===== src/rtl/ps2_pkg.sv =====
// ps2_pkg -- shared definitions for the PS/2 receive path.
//   ps2_state_t    : receiver FSM encoding (IDLE/DATA/PARITY/STOP, 2 bits)
//   PS2_EXT_CODE   : extended-key prefix byte (E0)
//   PS2_BREAK_CODE : key-release prefix byte (F0)
//   PS2_FRAME_BITS : bits per frame (start + 8 data + parity + stop)
package ps2_pkg;

    typedef enum logic [1:0] {
        IDLE   = 2'd0,
        DATA   = 2'd1,
        PARITY = 2'd2,
        STOP   = 2'd3
    } ps2_state_t;

    localparam logic [7:0] PS2_EXT_CODE   = 8'hE0;
    localparam logic [7:0] PS2_BREAK_CODE = 8'hF0;
    localparam int         PS2_FRAME_BITS = 11;

    // Odd parity: data bits plus parity bit must hold an odd number of ones.
    function automatic logic odd_parity_ok(input logic [7:0] data, input logic parity);
        return ^{data, parity};
    endfunction

endpackage


===== src/rtl/ps2_clk_filter.sv =====
// ps2_clk_filter -- synchronises the raw PS/2 pins, debounces ps2_clk and
// produces a one-cycle pulse on each debounced falling edge.
//   clk, reset : system clock, asynchronous active-high reset
//   ps2_clk    : raw PS/2 clock pin
//   ps2_data   : raw PS/2 data pin
//   fall       : one-cycle pulse, debounced ps2_clk went 1->0
//   data_s     : synchronised ps2_data (sample it while fall is high)
module ps2_clk_filter #(
    parameter int FILTER_LEN = 8
) (
    input  logic clk,
    input  logic reset,
    input  logic ps2_clk,
    input  logic ps2_data,
    output logic fall,
    output logic data_s
);

    logic [1:0]            clk_sync_reg;
    logic [1:0]            data_sync_reg;
    logic [FILTER_LEN-1:0] filt_sr_reg;
    logic                  filt_reg;
    logic                  filt_next;
    logic                  fall_reg;

    // Level changes only once the whole window agrees; anything shorter
    // than FILTER_LEN cycles is treated as noise and the old level is held.
    always_comb begin
        filt_next = filt_reg;
        if (&filt_sr_reg) begin
            filt_next = 1'b1;
        end else if (~|filt_sr_reg) begin
            filt_next = 1'b0;
        end
    end

    // Synchronisers come out of reset high (idle bus level) so that no
    // spurious falling edge is seen right after reset is released.
    always_ff @(posedge clk or posedge reset) begin
        if (reset) begin
            clk_sync_reg  <= 2'b11;
            data_sync_reg <= 2'b11;
            filt_sr_reg   <= '1;
            filt_reg      <= 1'b1;
            fall_reg      <= 1'b0;
        end else begin
            clk_sync_reg  <= {clk_sync_reg[0], ps2_clk};
            data_sync_reg <= {data_sync_reg[0], ps2_data};
            filt_sr_reg   <= {filt_sr_reg[FILTER_LEN-2:0], clk_sync_reg[1]};
            filt_reg      <= filt_next;
            fall_reg      <= filt_reg & ~filt_next;
        end
    end

    assign fall   = fall_reg;
    assign data_s = data_sync_reg[1];

endmodule


===== src/rtl/ps2_rx_frame.sv =====
// ps2_rx_frame -- PS/2 keyboard receiver: deserialises 11-bit frames
// (start, 8 data LSB-first, odd parity, stop), checks framing and parity,
// and aborts stalled frames with a watchdog.
//   clk, reset    : system clock, asynchronous active-high reset
//   ps2_clk/data  : raw PS/2 pins
//   rx_data       : last correctly received byte
//   rx_valid      : one-cycle pulse, rx_data updated
//   rx_parity_err : one-cycle pulse, parity check failed
//   rx_frame_err  : one-cycle pulse, bad start or stop bit
//   rx_timeout    : one-cycle pulse, frame aborted by watchdog
//   busy          : high while a frame is in progress
//   rx_break      : F0 prefix preceded the current byte
//   rx_ext        : E0 prefix preceded the current byte
// Optional feature macro: PS2_RX_BREAK_DECODE_EN. When defined, E0/F0
// prefixes are absorbed and reported through rx_ext/rx_break on the next
// byte; when undefined every good byte is delivered and rx_ext/rx_break are 0.
module ps2_rx_frame
    import ps2_pkg::*;
#(
    parameter int FILTER_LEN  = 8,
    parameter int TIMEOUT_CYC = 100000
) (
    input  logic       clk,
    input  logic       reset,
    input  logic       ps2_clk,
    input  logic       ps2_data,
    output logic [7:0] rx_data,
    output logic       rx_valid,
    output logic       rx_parity_err,
    output logic       rx_frame_err,
    output logic       rx_timeout,
    output logic       busy,
    output logic       rx_break,
    output logic       rx_ext
);

    localparam int CNT_W = $clog2(TIMEOUT_CYC);
    // The pulse is registered, so expiry is decided on the cycle where the
    // counter steps onto TIMEOUT_CYC-1; rx_timeout then lands exactly
    // TIMEOUT_CYC cycles after the last fall pulse.
    localparam logic [CNT_W-1:0] WD_LAST = CNT_W'(TIMEOUT_CYC - 2);

    logic fall;
    logic data_s;

    ps2_clk_filter #(
        .FILTER_LEN (FILTER_LEN)
    ) u_filter (
        .clk      (clk),
        .reset    (reset),
        .ps2_clk  (ps2_clk),
        .ps2_data (ps2_data),
        .fall     (fall),
        .data_s   (data_s)
    );

    ps2_state_t       state_reg,   state_next;
    logic [2:0]       bit_cnt_reg, bit_cnt_next;
    logic [7:0]       shift_reg,   shift_next;
    logic             parity_reg,  parity_next;
    logic [CNT_W-1:0] wd_reg,      wd_next;
    logic [7:0]       rx_data_reg, rx_data_next;
    logic             valid_reg,   valid_next;
    logic             perr_reg,    perr_next;
    logic             ferr_reg,    ferr_next;
    logic             to_reg,      to_next;
    logic             good_byte;
    logic             parity_ok;
    logic             stop_ok;

`ifdef PS2_RX_BREAK_DECODE_EN
    logic ext_reg,      ext_next;
    logic brk_reg,      brk_next;
    logic ext_pend_reg, ext_pend_next;
    logic brk_pend_reg, brk_pend_next;
`endif

    always_comb begin
        state_next   = state_reg;
        bit_cnt_next = bit_cnt_reg;
        shift_next   = shift_reg;
        parity_next  = parity_reg;
        rx_data_next = rx_data_reg;
        valid_next   = 1'b0;
        perr_next    = 1'b0;
        ferr_next    = 1'b0;
        to_next      = 1'b0;
        good_byte    = 1'b0;
        parity_ok    = odd_parity_ok(shift_reg, parity_reg);
        stop_ok      = data_s;

        if (state_reg == IDLE || fall) begin
            wd_next = '0;
        end else begin
            wd_next = wd_reg + CNT_W'(1);
        end

        case (state_reg)
            IDLE: begin
                if (fall) begin
                    if (!data_s) begin
                        state_next   = DATA;
                        bit_cnt_next = '0;
                    end else begin
                        ferr_next = 1'b1;
                    end
                end
            end
            DATA: begin
                if (fall) begin
                    shift_next   = {data_s, shift_reg[7:1]};
                    bit_cnt_next = bit_cnt_reg + 3'd1;
                    if (bit_cnt_reg == 3'd7) begin
                        state_next = PARITY;
                    end
                end
            end
            PARITY: begin
                if (fall) begin
                    parity_next = data_s;
                    state_next  = STOP;
                end
            end
            STOP: begin
                if (fall) begin
                    state_next = IDLE;
                    if (parity_ok && stop_ok) begin
                        good_byte = 1'b1;
                    end else begin
                        perr_next = ~parity_ok;
                        ferr_next = ~stop_ok;
                    end
                end
            end
            default: state_next = IDLE;
        endcase

        // A fall pulse always takes priority over expiry.
        if (state_reg != IDLE && !fall && wd_reg == WD_LAST) begin
            state_next   = IDLE;
            to_next      = 1'b1;
            wd_next      = '0;
            shift_next   = '0;
            bit_cnt_next = '0;
        end

`ifdef PS2_RX_BREAK_DECODE_EN
        ext_next      = ext_reg;
        brk_next      = brk_reg;
        ext_pend_next = ext_pend_reg;
        brk_pend_next = brk_pend_reg;
        if (good_byte) begin
            if (shift_reg == PS2_EXT_CODE) begin
                ext_pend_next = 1'b1;
            end else if (shift_reg == PS2_BREAK_CODE) begin
                brk_pend_next = 1'b1;
            end else begin
                rx_data_next  = shift_reg;
                valid_next    = 1'b1;
                ext_next      = ext_pend_reg;
                brk_next      = brk_pend_reg;
                ext_pend_next = 1'b0;
                brk_pend_next = 1'b0;
            end
        end
        // A broken sequence must not tag an unrelated later byte.
        if (perr_next || ferr_next || to_next) begin
            ext_pend_next = 1'b0;
            brk_pend_next = 1'b0;
        end
`else
        if (good_byte) begin
            rx_data_next = shift_reg;
            valid_next   = 1'b1;
        end
`endif
    end

    always_ff @(posedge clk or posedge reset) begin
        if (reset) begin
            state_reg   <= IDLE;
            bit_cnt_reg <= '0;
            shift_reg   <= '0;
            parity_reg  <= 1'b0;
            wd_reg      <= '0;
            rx_data_reg <= 8'h00;
            valid_reg   <= 1'b0;
            perr_reg    <= 1'b0;
            ferr_reg    <= 1'b0;
            to_reg      <= 1'b0;
        end else begin
            state_reg   <= state_next;
            bit_cnt_reg <= bit_cnt_next;
            shift_reg   <= shift_next;
            parity_reg  <= parity_next;
            wd_reg      <= wd_next;
            rx_data_reg <= rx_data_next;
            valid_reg   <= valid_next;
            perr_reg    <= perr_next;
            ferr_reg    <= ferr_next;
            to_reg      <= to_next;
        end
    end

`ifdef PS2_RX_BREAK_DECODE_EN
    always_ff @(posedge clk or posedge reset) begin
        if (reset) begin
            ext_reg      <= 1'b0;
            brk_reg      <= 1'b0;
            ext_pend_reg <= 1'b0;
            brk_pend_reg <= 1'b0;
        end else begin
            ext_reg      <= ext_next;
            brk_reg      <= brk_next;
            ext_pend_reg <= ext_pend_next;
            brk_pend_reg <= brk_pend_next;
        end
    end

    assign rx_ext   = ext_reg;
    assign rx_break = brk_reg;
`else
    assign rx_ext   = 1'b0;
    assign rx_break = 1'b0;
`endif

    assign rx_data       = rx_data_reg;
    assign rx_valid      = valid_reg;
    assign rx_parity_err = perr_reg;
    assign rx_frame_err  = ferr_reg;
    assign rx_timeout    = to_reg;
    assign busy          = (state_reg != IDLE);

endmodule


===== config.mk =====
export PLATFORM = sky130hd
export DESIGN_NAME = ps2_rx_frame
export DESIGN_NICKNAME = d
export VERILOG_FILES = /design/src/rtl/ps2_pkg.sv /design/src/rtl/ps2_clk_filter.sv /design/src/rtl/ps2_rx_frame.sv
export SDC_FILE = /design/constraint.sdc
export NUM_CORES = 1
export LEC_CHECK = 0
export CAP_MARGIN = 20
export CORE_MARGIN = 4
export CORE_UTILIZATION = 45
export DETAILED_ROUTE_END_ITERATION = 10
export PLACE_DENSITY = 0.64
export SLEW_MARGIN = 20
export SYNTH_ARGS = -nofsm -noshare
export SYNTH_HDL_FRONTEND = slang
export SYNTH_SLANG_ARGS = --single-unit

===== constraint.sdc =====
create_clock -name clk -period 2.36 [get_ports clk]
set_input_delay 0.59 -clock clk [delete_from_list [all_inputs] [get_ports clk]]
set_output_delay 0.59 -clock clk [all_outputs]
set_load 0.01 [all_outputs]

==> qor.yml <==
grtUsageMet1_pct: 19.4
peakVddDrop_v: 0.000442
end_kind: "flop"
die_area_sq_um: 6780
worstHoldPathType: "reg2reg"
clkLatencyLatePin_ps: 330
yosys.area.top_type_share_pct: 44.3
viasPerCell: 4.98
io_pins: 19
synth_seq_area_share_pct: 58.0
initial_utilization_pct: 47.5
synth_top_family_by_area: "simple AND/OR/NAND/NOR gates"
synth_xor_area_share_pct: 8.95
hold_violations: 0
ctsRootBufferMaster: "clkbuf_8"
diodes: 0
fin_setup_tns_ps: 0
crit_path_start_kind: "flop"
wl_per_cell_um: 12.6
clock-sinks: 57
finClkSkew_ps: 5.21
largest_reg_flops: 17
core-area_sq_um: 5240
routed_wl_um: 4030
io_buffer_count: 16
use_met2_pct: 21.0
rsz0062_at_grt: "false"
critPathMaxFanout: 9
numCtsBuffers: 9
p_leak_nw: 1.35
ant_nets: 0
grt_start_max_net_pins: 58
num_vias: 1589
busiest_layer: "met2"
grt_overflow_total: 0
crit_arrival_ps: 2180
place_hpwl_um: 2710
grt_pass1_vias: 1572
setup_violations: 0
htreeDepth: 3
syn_inst: 221
yosysTopAreaCell: "dfrtp_1"
power.internal_mw: 1.70
synth_edf_count: 0
period_share_pct: 83.4
finalPower_mw: 2.39
path_clk_slew_ps: 60
max_freq_mhz: 508
area_growth_pct: 17.6
drtPass1Iterations: 4
slew_headroom_pct: 59.4
synth.area.top_cells: "dfrtp_1 44%, dfstp_2 14%, nor2_1 4.4%"
antenna_found_initial: 0
ys_ff_latch: 57
switching_share_pct: 28.7
max_cap_viol_count: 0
synth_ff_type: "dfrtp_1"
ys.warnings.count: 0
drcViolationCount: 0
hold_start: "u_filter.data_sync_reg[0]"
worstSetupPathType: "reg2reg"
synth-compound-area-share_pct: 5.08
drt_iter0_drc: 47
grt_pass1_wl_um: 7350
fp-row-count: 26
timing.rr.start: "shift_reg[7]"
power_frac_seq_pct: 46.2
cp-startpoint: "shift_reg[7]"
die_w_um: 82.3
synth.distinct_cells: 37
tightest_slew_ps: 604
postCtsSetupBuffers: 0
pwr_density_cell_nw_per_um2: 816
switchingPower_uw: 684
clkPwrFrac_pct: 35.6
synth_area_per_cell_sq_um: 11.3
synthMuxAreaShare_pct: 4.48
grtUsageTotal_pct: 14.8
drive_above_1_share_pct: 17.3
synthAdderAreaFrac_pct: 4.02
status: "finished clean"
nets: 256
drv_slew: 0
met3_usage_pct: 7.48
die_height_um: 82.3
fin_crit_ps: 1970
cts_tree: "done"
syn_area_sq_um: 2490
critPathRequiredTime_ps: 2570
comb_power_share_pct: 18.2
async_reset_ff_share_pct: 100
routabilityCongestion: 0.804
synthSimpleGateAreaFrac_pct: 16.8
cts_buffer_depth: 2
routing by layer:
metal	routed length, um	up-vias
met1	1990	768
met2	1820	26
met4	51	0
li1	-	787
met5	0	-
met3	170	8
cells in the mapped netlist (3+ instances only):
master and number:
nor3_1 4, xnor2_1 11, o211ai_1 3, dfstp_2 13, nand2_1 27, nand3_1 12
buf_2 3, and3_1 3, inv_1 7, mux2_2 9, ha_1 8, nor2_1 29
xor2_1 10, dfrtp_1 44, a21oi_1 9
stage by stage:
stage | instances | hold slack, ps | cell area [sq um] | setup slack, ps | util [%]
after floorplan | 222 | 345 | 2490 | 392 | -
final | 319 | 351 | 2920 | 391 | 55.8
after global routing | 319 | 354 | 2920 | 281 | 55.8
after global placement | 303 | 347 | 2730 | 453 | 52.1
after detailed placement | 303 | 348 | 2730 | 395 | 52.1
after CTS | 319 | 353 | 2920 | 32.6 | 55.8
power groups by stage:
stage / sequential [mW] / clock, mW / combinational (mW)
5_1_grt: 1.11 / 0.939 / 0.512
6_report: 1.10 / 0.850 / 0.435
4_1_cts: 1.10 / 0.886 / 0.446
3_3_place_gp: 1.12 / 0 / 0.437
3_5_place_dp: 1.12 / 0 / 0.443
2_1_floorplan: 1.11 / 0 / 0.336
timing repair:
action | 4_1_cts | 5_1_grt
resized for setup | 0 | 1
endpoints found under the setup margin | 0 | 1
hold endpoints to repair | 0 | 0
hold buffers | 0 | 0
worst paths after layout:
kind                                        endpoint  slack [ps]  cells after the start
max                                       rx_data[7]         390                      5
min                        u_filter.data_sync_reg[1]         350                      0
max reg2reg                               rx_data[7]         390                      5
min reg2reg                u_filter.data_sync_reg[1]         350                      0
max in group asynchronous    u_filter.filt_sr_reg[2]        1440                      3
min in group asynchronous                  wd_reg[2]         640                      3
cells by family (layout without fill, tap and decap cells):
kind of cell               after synthesis  count (layout)
buffers and inverters                   14              41
DFF                                     57              57
xor gates and xnor gates                23              23
muxes                                   10              10
other                                    1               2
and+or+nand+nor                         88              88
adders and majority gates                8               8
AOI/OAI and AO/OA                       20              20
final cells by class:
type / instances / area (sq um)
tap: 70 / 87.6
multi-input combinational: 151 / 985
fill: 447 / 2310
timing repair buffer: 18 / 190
clock inverter: 2 / 10.0
sequential: 57 / 1440
clock buffer: 14 / 183
inverter: 7 / 26.3
layout by cell type (no fill, tap or decap), drive strengths merged, types with 3 or more instances in the layout:
cell type       n
nor3            4
a21oi           9
nand3          12
nor2           29
inv             7
and3            3
clkdlybuf4s50  15
mux2            9
ha              8
dfrtp          44
xor2           10
nand2          27
xnor2          12
dfstp          13
o211ai          3
clkbuf         14
worst max-delay path, cell delays in order (launching register included):
cell and delay, ps:
dfrtp_1 420, xnor2_1 190, xnor3_1 450, xnor2_2 240
nand4_4 220, mux2_2 330
No activity file was read; power rests on OpenSTA's default activity.
==> variant 1 (config.mk and constraints unchanged) <==
`wd_reg` no longer has a reset.
--- a/src/rtl/ps2_rx_frame.sv
+++ b/src/rtl/ps2_rx_frame.sv
@@ -183,5 +183,4 @@
             shift_reg   <= '0;
             parity_reg  <= 1'b0;
-            wd_reg      <= '0;
             rx_data_reg <= 8'h00;
             valid_reg   <= 1'b0;
@@ -194,5 +193,4 @@
             shift_reg   <= shift_next;
             parity_reg  <= parity_next;
-            wd_reg      <= wd_next;
             rx_data_reg <= rx_data_next;
             valid_reg   <= valid_next;
@@ -201,4 +199,8 @@
             to_reg      <= to_next;
         end
+    end
+
+    always_ff @(posedge clk) begin
+        wd_reg <= wd_next;
     end
 
Check against the original RTL: same outputs for any inputs over 10 cycles, from zero or initial values and one cycle with reset high; that may be too few to reach the edited logic, so the function may still have changed.
==> variant 1 against the original RTL <==
  * Routed wire length grew 5.0%
  * Non-clock buffer count grew 5
  * Power grew 6.8%
  * Sequential cell count stayed put
  * Setup slack worse by 0.31 ns
  * Worst hold slack gained 0.0037 ns
  * Final area is 0.34% lower
  * Synthesized area fell by 2.0%
  * Critical path type is now flip-flop to output pin
  * Largest power group unchanged
==> variant 1: results (changes against the original RTL) <==
status completed; CTS clk-pin slew, worst paths 0.06 ns (about the same); Peak VDD IR 0.4257 mV (-3.7%); Placed Area 2679 sq um (-1.8%); post-synthesis adder-cell area fraction 4.618% (+0.59 points); Num CTS Buffers 9 (unchanged); Leakage Power 1.241 nW (-7.7%); Crit-path slowest cell clkdlybuf4s50_1; Top Family by Delay on Critical Path buffers and inverters; complex-gate fraction of the synthesized area 5.285% (+0.20 points); worst r2r src wd_reg[2]$_SDFF_PP0_; Hold Crit Start u_filter.data_sync_reg[0]$_DFF_PP1_; Util after Layout 56.34% (+0.51 points); total track usage 14.98% (+0.15 points); flop-to-flop setup slack 0.21 ns (-0.18 ns); top cells by count, synth 27 x dfrtp_1, 23 x nand2_1, 23 x nor2_1, 17 x dfxtp_1; Crit path largest cell delay 0.54 ns (+0.09 ns); Post-Route WL 4233 microns (+5.0%); max reg flops 17 (unchanged); average size of a mapped cell 10.94 sq um (-2.8%); Clk Tree Root Cell clkbuf_8; vias after detailed routing 1,628 (+2.5%); DR iter-0 viols 123 (+160%); CP startpoint state_reg[0]$_DFFE_PP0P_; ant diodes 0 (unchanged); drt wl/cell 12.98 microns (+2.7%); post-synth cell types 40 (+8.1%); vias in the first global route 1,532 (-2.5%); largest net degree at the start of global routing 41 (-29%); gp weighted congestion 0.7822 (-2.7%); synth top area cells dfrtp_1 28%, dfstp_2 14%, dfxtp_1 14%; first-pass GRT wire length 7355 microns (about the same); post-synthesis mux area share 4.156% (-0.32 points); layout cell share with drive strength beyond 1 19.92% (+2.7 points); DP Cell Count 307 (+1.3%); FF-to-FF path depth 6 (+1); Setup WS post-layout 0.08478 ns (-0.3059 ns); Clk Latency, worst-skew pair 0.33 ns (about the same); critical path fanouts, max 5 (-4); Final #Nets 264 (+3.1%); crit path DAT 1.69 ns (-0.49 ns); Setup crit end busy; async set-reset flop share out of synthesis 70.18% (-30 points); clock skew 0.007567 ns (+0.002359 ns); DP HPWL 2842 microns (+4.8%); Critical R2R Capture state_reg[1]$_DFFE_PP0P_; pre-CTS setup slack 0.2324 ns (-0.1627 ns); post-synthesis xor/xnor area fraction 9.184% (+0.23 points); Filler cells 448 (+0.22%); sequential area share after synthesis 55.67% (-2.3 points)
[variant 1: changes by cell type in the layout (fill, tap and decap cells not counted), sizes merged, moves of 3 or more]
cell and change:
nand4 +4, nor2 -5, buf +5, dfxtp +17, nand3 +4, xnor2 +3, o21ai +6, a21oi -7
nand2 -4, dfrtp -17, inv +3, clkbuf -4
[variant 1: layout make-up]
| cell class | instances | area share (%) |
|---|---|---|
| timing repair buffer | 23 | 7.299 |
| clock inverter | 6 | 2.834 |
| sequential | 57 | 46.59 |
| inverter | 10 | 1.460 |
| clock buffer | 10 | 4.380 |
| multi-input combinational | 150 | 34.44 |
| tap | 70 | 3.006 |
[variant 1: cell families after synthesis]
group,after synthesis
AND/OR/NAND/NOR,87
AO/OA/AOI/OAI,19
XOR/XNOR,24
other,1
flip-flops,57
multiplexers,9
buffers and inverters,17
adder cells (fa/ha/maj),9
[variant 1: repair_timing]
| item | in CTS | in global routing |
|---|---|---|
| gates resized for setup | 0 | 1 |
| endpoints found under the setup margin | 0 | 1 |
| setup buffers | 0 | 3 |
[variant 1: power by group]
group | total [mW] | leakage [nW] | switching (mW) | internal [mW]
registers | 1.10 | 0.648 | 0.0634 | 1.04
logic | 0.481 | 0.487 | 0.284 | 0.197
clock network | 0.965 | 0.106 | 0.376 | 0.588
total | 2.55 | 1.24 | 0.724 | 1.83
[variant 1: routing by layer]
metal  routed length, microns  track usage (%)  up-vias
met5                        0                0        -
li1                         -                -      814
met3                      165            4.605       10
met2                     1822            19.46       38
met4                      111            9.468        0
met1                     2134            21.36      766
[variant 1: through the flow]
step / total power [mW] / TNS, ns / hold WS, ns
finish: 2.549 / 0 / 0.3550
CTS: 2.523 / 0 / 0.3560
global placement: 1.540 / 0 / 0.3461
global route: 2.695 / -0.004957 / 0.3640
detailed placement: 1.549 / 0 / 0.3468
floorplan: 1.418 / 0 / 0.3452
[variant 1: worst register-to-register path, stage by stage, from the launching register on]
cell and delay, ns:
dfxtp_1 0.43, nand3_2 0.11, or4_4 0.51, or4_1 0.64, inv_6 0.13, o21a_1 0.15, o21ai_1 0.08
==> variant 2 (config.mk and constraints unchanged) <==
Without the edit above. Set the parameter `TIMEOUT_CYC` to 50000 (it was 100000).
--- a/src/rtl/ps2_rx_frame.sv
+++ b/src/rtl/ps2_rx_frame.sv
@@ -19,5 +19,5 @@
 #(
     parameter int FILTER_LEN  = 8,
-    parameter int TIMEOUT_CYC = 100000
+    parameter int TIMEOUT_CYC = 50000
 ) (
     input  logic       clk,
Function: no difference found for any inputs over 10 cycles, from zero or initial values and one cycle with reset high; that may be too few to reach the edited logic, so the function may still have changed.
==> variant 2 against the original RTL <==
  * First-iteration DRC count rose to 2.6 times the old value
  * Routed wire length rose by 3.7%
  * Final area fell by 2.6%
  * Power fell by 12%
  * Sequential cell count fell by 1
  * Synthesized area rose by 0.35%
  * Setup slack got worse by 0.020 ns
  * Clock skew rose by 0.0099 ns
  * Largest cell class unchanged
  * Largest power group unchanged
==> variant 2: results (changes against the original RTL) <==
status completed; Post-Route WL 4183 microns (+3.7%); total track usage 14.75% (-0.077 points); synth warn 0 (unchanged); Inverters 8 (+1); sequential area share after synthesis 56.79% (-1.2 points); gp weighted congestion 0.8096 (+0.73%); crit path DAT 2.18 ns (about the same); critical path fanouts, max 11 (+2); area occupied by multi-input gates 1016 sq um (+3.2%); Via density 5.277 (+5.9%); top cells by count, synth 43 x dfrtp_1, 30 x nand2_1, 15 x nor2_1, 14 x a21oi_1, 13 x dfstp_2; pre-CTS setup slack 0.2927 ns (-0.1024 ns); combinational power 0.458 mW (+5.3%); Slew Limit Headroom 59.58% (+0.17 points); vias in the first global route 1,603 (+2.0%); Hold Path End u_filter.data_sync_reg[1]$_DFF_PP1_; clock skew 0.01511 ns (+0.009903 ns); Filler cells 460 (+2.9%); Final #Nets 252 (-1.6%); Crit path largest cell delay 0.40 ns (-0.05 ns); first-pass GRT wire length 7638 microns (+3.9%); hold path depth 0 (unchanged); CTS clk-pin slew, worst paths 0.10 ns (+0.04 ns); layout cell share with drive strength beyond 1 17.43% (+0.16 points); largest net degree at the start of global routing 34 (-41%); synth top area cells dfrtp_1 43%, dfstp_2 14%, nand2_1 4.5%; Buffers excl. clock 20 (+2); Reg power frac 52.2% (+6.0 points); Clock H-tree levels 2 (-1); Final non-clock buffer share 7.202% (+0.70 points); Setup crit end state_reg[0]$_DFFE_PP0P_; synthesis-stage register bit count 56 (-1.8%); Clock-cell share 3.250% (-3.3 points); antenna violations before repair 0 (unchanged); Clk Tree Root Cell clkbuf_8; Internal 1.449 mW (-15%); flop-to-flop setup slack 0.37 ns (-0.02 ns); Worst Hold Class flip-flop to flip-flop; switching pwr 0.6467 mW (-5.5%); clock buffers 5 (-9); worst r2r src state_reg[0]$_DFFE_PP0P_; critical path class flip-flop to flip-flop; Peak VDD IR 0.3590 mV (-19%); Leakage Power 1.273 nW (-5.4%); DP HPWL 2887 microns (+6.4%); Multi-In Gates 149 (-1.3%); Port Buffers 16 (unchanged); Crit-path slowest cell dfrtp_1; most frequent cell after synthesis dfrtp_1; f_max 502.6 MHz (-1.0%); max reg flops 16 (-1); post-synth cell types 41 (+11%); FF-to-FF path depth 6 (+1); register share of the cell area 49.76% (+0.42 points); ant diodes 0 (unchanged); Top Family by Delay on Critical Path simple AND/OR/NAND/NOR gates; async set-reset flop share out of synthesis 100.0% (unchanged); DR iter-0 viols 122 (+160%)
[variant 2: cell types whose count changed in the layout (fill, tap and decap cells not counted), moves of 3 or more]
cell | before | now
xor2_1 | 10 | 6
a21oi_1 | 9 | 14
clkbuf_8 | 13 | 5
nand3_1 | 12 | 6
nand2_1 | 27 | 30
o21ai_0 | 1 | 6
nand4_1 | 0 | 4
nor2_1 | 29 | 15
[variant 2: repair_timing]
action	4_1_cts	5_1_grt
gates resized for setup	1	1
setup endpoints to repair	1	1
setup buffers	0	2
[variant 2: stage by stage]
stage | util, % | hold slack, ns | std cells | cell area (sq um)
after floorplan | - | 0.3452 | 221 | 2500
after global placement | 52.25 | 0.3464 | 301 | 2736
after detailed placement | 52.25 | 0.3468 | 301 | 2736
after CTS | 54.06 | 0.3621 | 309 | 2831
after global routing | 54.40 | 0.3578 | 311 | 2849
final | 54.40 | 0.3616 | 311 | 2849
[variant 2: metal layers]
| layer | GRT usage [%] | routed length, microns | vias to the layer above |
|---|---|---|---|
| li1 | - | - | 794 |
| met1 | 21.11 | 2095 | 806 |
| met2 | 21.39 | 1830 | 35 |
| met3 | 4.555 | 198 | 6 |
| met4 | 4.485 | 59 | 0 |
| met5 | 0 | 0 | - |
[variant 2: logic make-up (layout without fill, tap and decap cells)]
family | after synthesis | count (layout) | share of synthesized area, %
DFF | 56 | 56 | 56.79
and+or+nand+nor | 81 | 81 | 16.44
adders and majority gates | 8 | 8 | 4.010
xor gates and xnor gates | 17 | 17 | 7.118
muxes | 10 | 10 | 4.962
other | 1 | 2 | 0.1502
AOI/OAI and AO/OA | 31 | 31 | 7.770
buffers and inverters | 16 | 36 | 2.757
